## config.mk

```make
export PLATFORM = sky130hd
export DESIGN_NAME = fetch_stage_flat
export DESIGN_NICKNAME = d
export VERILOG_FILES = /design/src/rtl/fetch_pkg.sv /design/src/rtl/fetch_if.sv /design/src/rtl/fetch_fifo.sv /design/src/rtl/fetch_stage.sv /design/src/flat_wrapper.sv
export SDC_FILE = /design/constraint.sdc
export NUM_CORES = 1
export LEC_CHECK = 0
export BUFFER_PORTS_ARGS = -buffer_cell sky130_fd_sc_hd__buf_2
export CAP_MARGIN = 40
export CORE_ASPECT_RATIO = 0.5
export CORE_UTILIZATION = 52
export DETAILED_ROUTE_END_ITERATION = 16
export PLACE_DENSITY = 0.76
export SYNTH_ARGS = -nofsm -noshare
export SYNTH_HDL_FRONTEND = slang
export SYNTH_SLANG_ARGS = --single-unit
```

## constraint.sdc

```tcl
create_clock -name clk -period 4.9 [get_ports clk]
set_input_delay 0.98 -clock clk [delete_from_list [all_inputs] [get_ports clk]]
set_output_delay 0.98 -clock clk [all_outputs]
set_load 0.02 [all_outputs]
```

## src/rtl/fetch_pkg.sv

```systemverilog
// Shared types for the instruction-fetch stage.
//   NOP_INSTR     : canonical bubble instruction (addi x0,x0,0)
//   fetch_entry_t : one fetched instruction and its PC
package fetch_pkg;
  localparam logic [31:0] NOP_INSTR = 32'h0000_0013;

  typedef struct packed {
    logic [31:0] pc;
    logic [31:0] instr;
  } fetch_entry_t;
endpackage

```

## src/rtl/fetch_if.sv

```systemverilog
// Instruction-memory bus: valid/ready request channel plus an in-order
// response channel with no backpressure.
//   master : fetch side (drives req_valid/req_addr)
//   slave  : memory side (drives req_ready and the response)
interface fetch_if;
  logic        req_valid;
  logic        req_ready;
  logic [31:0] req_addr;
  logic        rsp_valid;
  logic [31:0] rsp_data;

  modport master (output req_valid, req_addr, input req_ready, rsp_valid, rsp_data);
  modport slave  (input req_valid, req_addr, output req_ready, rsp_valid, rsp_data);
endinterface

```

## src/rtl/fetch_fifo.sv

```systemverilog
// Parameterized synchronous FIFO (DEPTH power of 2, >= 2).
//   clk/reset      : clock, sync active-high reset
//   clear          : synchronous flush, wins over push
//   push/pop/din   : write/read strobes; dout shows the head combinationally
//   count/full/empty : occupancy status
module fetch_fifo #(
  parameter int W     = 32,
  parameter int DEPTH = 2
) (
  input  logic                     clk,
  input  logic                     reset,
  input  logic                     clear,
  input  logic                     push,
  input  logic                     pop,
  input  logic [W-1:0]             din,
  output logic [W-1:0]             dout,
  output logic [$clog2(DEPTH):0]   count,
  output logic                     full,
  output logic                     empty
);
  localparam int AW = $clog2(DEPTH);

  logic [W-1:0]  mem [DEPTH];
  logic [AW-1:0] wptr, rptr;
  logic          do_push, do_pop;

  assign empty   = (count == '0);
  assign full    = (count == (AW+1)'(DEPTH));
  assign do_pop  = pop && !empty;
  // a push into a full FIFO is legal only when the head leaves the same cycle
  assign do_push = push && (!full || do_pop);
  assign dout    = mem[rptr];

  always_ff @(posedge clk) begin
    if (do_push && !clear) mem[wptr] <= din;
  end

  always_ff @(posedge clk) begin
    if (reset || clear) begin
      wptr  <= '0;
      rptr  <= '0;
      count <= '0;
    end else begin
      if (do_push) wptr <= wptr + 1'b1;
      if (do_pop)  rptr <= rptr + 1'b1;
      case ({do_push, do_pop})
        2'b10:   count <= count + 1'b1;
        2'b01:   count <= count - 1'b1;
        default: ;
      endcase
    end
  end
endmodule

```

## src/rtl/fetch_stage.sv

```systemverilog
// Instruction-fetch stage: owns PCF, issues in-order imem requests under a
// credit limit of QDEPTH (in flight + buffered), queues returned words and
// loads the IF/ID register. Redirects squash queued and in-flight work.
//   clk, reset        : clock, sync active-high reset
//   imem (master)     : instruction-memory request/response bus
//   StallD            : hold IF/ID
//   PCSrcE/PCTargetE  : redirect strobe and target from execute
//   InstrD/PCD/PCPlus4D/InstrValidD : IF/ID register contents
module fetch_stage import fetch_pkg::*; #(
  parameter logic [31:0] RESET_PC = 32'h0000_0000,
  parameter int          QDEPTH   = 2
) (
  input  logic          clk,
  input  logic          reset,
  fetch_if.master       imem,
  input  logic          StallD,
  input  logic          PCSrcE,
  input  logic [31:0]   PCTargetE,
  output logic [31:0]   InstrD,
  output logic [31:0]   PCD,
  output logic [31:0]   PCPlus4D,
  output logic          InstrValidD
);
  localparam int CW = $clog2(QDEPTH) + 1;

  logic [31:0]   pcf, pend_pc;
  logic [CW-1:0] outstanding, drop_cnt, qcount, pcount;
  logic [CW:0]   used;
  fetch_entry_t  q_head, rsp_entry;
  logic          accept, rsp, keep, load, q_push, q_pop;
  logic          q_empty, q_full, p_empty, p_full;
  logic          unused_flags;

  assign used             = {1'b0, outstanding} + {1'b0, qcount};
  assign imem.req_valid   = !reset && !PCSrcE && (used < (CW+1)'(QDEPTH));
  assign imem.req_addr    = pcf;
  assign accept           = imem.req_valid && imem.req_ready;
  assign rsp              = imem.rsp_valid;
  // responses owed to a squashed path, or arriving during a redirect, die here
  assign keep             = rsp && (drop_cnt == '0) && !PCSrcE;
  assign load             = !StallD && !PCSrcE;
  assign rsp_entry.pc     = pend_pc;
  assign rsp_entry.instr  = imem.rsp_data;
  assign q_pop            = load && !q_empty;
  // bypass straight into IF/ID when nothing older is waiting
  assign q_push           = keep && !(load && q_empty);
  assign unused_flags     = ^{pcount, p_full, p_empty, q_full};

  // PCs of requests in flight, popped by every response (kept or dropped)
  fetch_fifo #(.W(32), .DEPTH(QDEPTH)) u_pend (
    .clk, .reset, .clear(1'b0), .push(accept), .pop(rsp), .din(pcf),
    .dout(pend_pc), .count(pcount), .full(p_full), .empty(p_empty)
  );

  fetch_fifo #(.W($bits(fetch_entry_t)), .DEPTH(QDEPTH)) u_iq (
    .clk, .reset, .clear(PCSrcE), .push(q_push), .pop(q_pop), .din(rsp_entry),
    .dout(q_head), .count(qcount), .full(q_full), .empty(q_empty)
  );

  always_ff @(posedge clk) begin
    if (reset) begin
      pcf         <= RESET_PC;
      outstanding <= '0;
      drop_cnt    <= '0;
      InstrD      <= NOP_INSTR;
      PCD         <= '0;
      PCPlus4D    <= '0;
      InstrValidD <= 1'b0;
    end else begin
      outstanding <= outstanding + CW'(accept) - CW'(rsp);
      if (PCSrcE) begin
        // no request is accepted during a redirect, so everything still
        // outstanding after this cycle's response belongs to the old path
        pcf         <= PCTargetE;
        drop_cnt    <= outstanding - CW'(rsp);
        InstrD      <= NOP_INSTR;
        InstrValidD <= 1'b0;
      end else begin
        if (accept) pcf <= pcf + 32'd4;
        if (rsp && drop_cnt != '0) drop_cnt <= drop_cnt - 1'b1;
        if (load) begin
          if (!q_empty) begin
            InstrD      <= q_head.instr;
            PCD         <= q_head.pc;
            PCPlus4D    <= q_head.pc + 32'd4;
            InstrValidD <= 1'b1;
          end else if (keep) begin
            InstrD      <= rsp_entry.instr;
            PCD         <= rsp_entry.pc;
            PCPlus4D    <= rsp_entry.pc + 32'd4;
            InstrValidD <= 1'b1;
          end else begin
            InstrD      <= NOP_INSTR;
            InstrValidD <= 1'b0;
          end
        end
      end
    end
  end
endmodule

```

## src/flat_wrapper.sv

```systemverilog
// flat-port wrapper written by rule: the top's interface ports become plain ports
module fetch_stage_flat import fetch_pkg::*;
#(
  parameter logic [31:0] RESET_PC = 32'h0000_0000,
  parameter int          QDEPTH   = 2
)
  (clk, reset, StallD, PCSrcE, PCTargetE, InstrD, PCD, PCPlus4D, InstrValidD, imem_req_valid, imem_req_addr, imem_req_ready, imem_rsp_valid, imem_rsp_data);
  fetch_if imem_i ();
  input  logic clk;
  input  logic reset;
  input  logic StallD;
  input  logic PCSrcE;
  input  logic [31:0] PCTargetE;
  output logic [31:0] InstrD;
  output logic [31:0] PCD;
  output logic [31:0] PCPlus4D;
  output logic InstrValidD;
  output wire logic [$bits(imem_i.req_valid)-1:0] imem_req_valid;
  output wire logic [$bits(imem_i.req_addr)-1:0] imem_req_addr;
  input wire logic [$bits(imem_i.req_ready)-1:0] imem_req_ready;
  input wire logic [$bits(imem_i.rsp_valid)-1:0] imem_rsp_valid;
  input wire logic [$bits(imem_i.rsp_data)-1:0] imem_rsp_data;
  assign imem_req_valid = imem_i.req_valid;
  assign imem_req_addr = imem_i.req_addr;
  assign imem_i.req_ready = imem_req_ready;
  assign imem_i.rsp_valid = imem_rsp_valid;
  assign imem_i.rsp_data = imem_rsp_data;
  fetch_stage #(.RESET_PC(RESET_PC), .QDEPTH(QDEPTH)) u_core (.clk(clk), .reset(reset), .imem(imem_i), .StallD(StallD), .PCSrcE(PCSrcE), .PCTargetE(PCTargetE), .InstrD(InstrD), .PCD(PCD), .PCPlus4D(PCPlus4D), .InstrValidD(InstrValidD));
endmodule
```

==> metrics.cfg <==
[global_routing]
grt-ovfl-total = 0
grt_start_max_net_pins = 67
track_usage_pct = 25.4
grt_pass1_wl_um = 54600
first_global_vias = 9800
antenna_found_initial = 0

[cells_and_area]
most-common-layout-cells = buf_2 (199), edfxtp_1 (192), nor2_1 (141)
syn_to_final_growth_pct = 17.4
final_common_cell = buf_2
layout-drive-gt1-share_pct = 26.3
fin_nets = 1450
utilization_pct = 62.2
n_fill_cell = 2066
insertedDiodeCount = 0

[job]
drv_cap = 0

[pwr]
p_sw_share_pct = 22.8
ir_drop_uv = 224
clock_power_share_pct = 41.9
seqPwrFrac_pct = 49.6
cellLeakagePower_nw = 6.06
p_sw_mw = 1.43
power_density_nw_per_um2 = 382
intPower_mw = 4.85
power_frac_comb_pct = 8.5

[drt]
drt_iter0_drc = 1302
ant_nets = 0
viasPerCell = 6.03
vias = 10548
dr.pass1.iters = 14
drc = 1
wl_um = 35800
routedWlPerCell_um = 20.5

[timing]
hold_viol = 0
fin_hold_ws_ns = 0.461
slew_headroom_pct = 40.4
setup_violations = 0
rsz0062_at_grt = no
period_share_pct = 67.9
setup_ws_ns = 1.57
fin_worst_skew_ns = 0.0127
report.final.slew_viol_count = 0
tns_ns = 0
post-route-min-period_ns = 3.33
clock.fmax_mhz = 301
tightestPinTransition_ns = 0.895

[clock_network]
clk_pin_slew_worst_paths_ns = 0.06
insertion_delay_ns = 0.56
cts_buffer_depth = 3
cts_setup_buffers = 0
clockRootBuffer = clkbuf_16
h-tree-depth = 1
cts.repair.resized = 0
cts.sinks = 333
cts_buffers = 30
cts_tree = yes
cts_hold_repair.buffers = 0

[setup_path]
crit_arrival_ns = 2.35
worstPathRequired_ns = 3.92
cp_slowest_stage_delay_ns = 0.52
cp-end-kind = output pin
cp.buffers_inverters = 1
setup.worst_path.class = flip-flop to output pin
cp_top_family = simple AND/OR/NAND/NOR gates
path_cells = and2_1, fa_1, nor4_1, buf_2
crit_slowest_cell = dfxtp_1
critPathLaunchType = flip-flop
rr_worst_depth = 8
cp_num_cells = 4
cp_max_fo = 8

[run_status]
outcome = finished with violations
violations = DRC

[die]
row_count = 42
initial_core_util_pct = 53.0
core_area_um2 = 26500
io_pins = 200
die-area_um2 = 27700
die_w_um = 234
die_h_um = 118

[synth]
ys_seq_area_share_pct = 61.2
synth_cell_type_count = 68
syn_area_um2 = 14000
synthCells = 1202
avgSynthCellArea_um2 = 11.7
synth_edf_count = 192
ys_warn_count = 0
synth_top_area_share_pct = 41.1
ys.flop_type = edfxtp_1
yosysTopAreaCell = edfxtp_1
synth_area_leaders = edfxtp_1 (41%), dfxtp_1 (20%), mux2_2 (5.9%)
async_flop_share_pct = 0
synth-seq-cells = 333
synth_nets = 1278

[hold_path]
hold_path_depth = 2
hold_class = flip-flop to flip-flop

[placement]
io_buffers = 199
gp_congestion = 0.909
pre_cts_ws_ns = 1.39
post-dp-hpwl_um = 24100

## cell type report
| cell class | count | area, um2 | area share [%] |
|---|---|---|---|
| timing repair buffer | 220 | 1220 | 7.41 |
| clock buffer | 39 | 836 | 5.07 |
| tap | 352 | 440 | 2.67 |
| clock inverter | 17 | 289 | 1.75 |
| sequential | 333 | 8590 | 52.2 |
| multi-input combinational | 774 | 5040 | 30.6 |
| inverter | 15 | 56.3 | 0.342 |
## through the flow
step / area [um2] / power [mW] / instances
6_report: 16500 / 6.29 / 1750
5_1_grt: 16500 / 6.49 / 1750
4_1_cts: 16500 / 6.32 / 1749
3_5_place_dp: 15300 / 3.71 / 1693
3_3_place_gp: 15300 / 3.69 / 1689
2_1_floorplan: 14000 / 3.50 / 1202
## path summary, 6_finish.rpt
path / startpoint / to / slack [ns]
hold reg to reg: u_core.PCD[6]$_SDFFE_PP0P_ / u_core.PCD[6]$_SDFFE_PP0P_ / 0.46
hold / removal: u_core.PCD[6]$_SDFFE_PP0P_ / u_core.PCD[6]$_SDFFE_PP0P_ / 0.46
setup reg to reg: flip-flop / u_core.PCPlus4D[18]$_SDFFE_PP0P_ / 1.60
setup / recovery: u_core.u_iq.count[0]$_SDFFE_PP0P_ / imem_req_valid / 1.57
## Yosys cell counts, drive strengths merged (4+ instances only)
cell	count
xnor2	15
ha	5
nor2b	5
nand4b	5
mux2i	35
nor4	12
nand2	100
dfxtp	141
nor2	148
xor2	8
inv	14
clkbuf	51
nand3	26
and3	13
a21oi	72
a21o	4
buf	29
or3	9
a221oi	4
a22oi	4
and2	10
and4	7
or4	5
nand4	14
or2	5
a211oi	24
edfxtp	192
nand3b	8
a31oi	19
mux2	75
o21ai	47
a311oi	11
a222oi	32
nor3	13
## flip-flops by register name, summed over array words and instances, names as in the netlist, named ones only
signal / count
u_core.u_iq.mem: 128
u_core.u_pend.mem: 64
u_core.InstrD: 32
u_core.PCPlus4D: 32
u_core.imem.req_addr: 32
u_core.PCD: 30
u_core.drop_cnt: 2
u_core.outstanding: 2
u_core.u_iq.count: 2
u_core.u_pend.count: 2
u_core.InstrValidD: 1
u_core.u_iq.rptr: 1
u_core.u_iq.wptr: 1
u_core.u_pend.rptr: 1
u_core.u_pend.wptr: 1
## per-layer routing
layer,up-vias,global-route usage (%),share of wire (%)
met1,5128,36.8,44
met4,0,7.55,2.9
li1,4860,-,-
met3,77,4.85,7.9
met5,-,0,0
met2,483,38.8,45
## cells by family (layout without fill, tap and decap cells)
| kind of cell | after synthesis | after routing | share of synthesized area [%] |
|---|---|---|---|
| AO/OA/AOI/OAI | 248 | 248 | 11.9 |
| adder cells (fa/ha/maj) | 6 | 6 | 0.589 |
| XOR/XNOR | 23 | 23 | 1.44 |
| multiplexers | 110 | 110 | 8.52 |
| AND/OR/NAND/NOR | 387 | 387 | 13.1 |
| flip-flops | 333 | 333 | 61.2 |
| buffers and inverters | 95 | 291 | 3.16 |
## power by group through the flow
stage	clock network [mW]	logic (mW)	registers, mW
2_1_floorplan	0	0.292	3.21
3_3_place_gp	0	0.513	3.17
3_5_place_dp	0	0.529	3.18
4_1_cts	2.67	0.533	3.12
5_1_grt	2.78	0.582	3.13
6_report	2.63	0.537	3.12
## worst register-to-register path, stage by stage, from the launching register on
cell,delay (ns)
dfxtp_4,0.62
buf_16,0.33
mux2i_1,0.15
o21ai_0,0.26
ha_1,0.34
nand4_1,0.29
a211o_1,0.43
or4_1,0.52
a311oi_1,0.26
No activity file was read; power rests on OpenSTA's default activity.
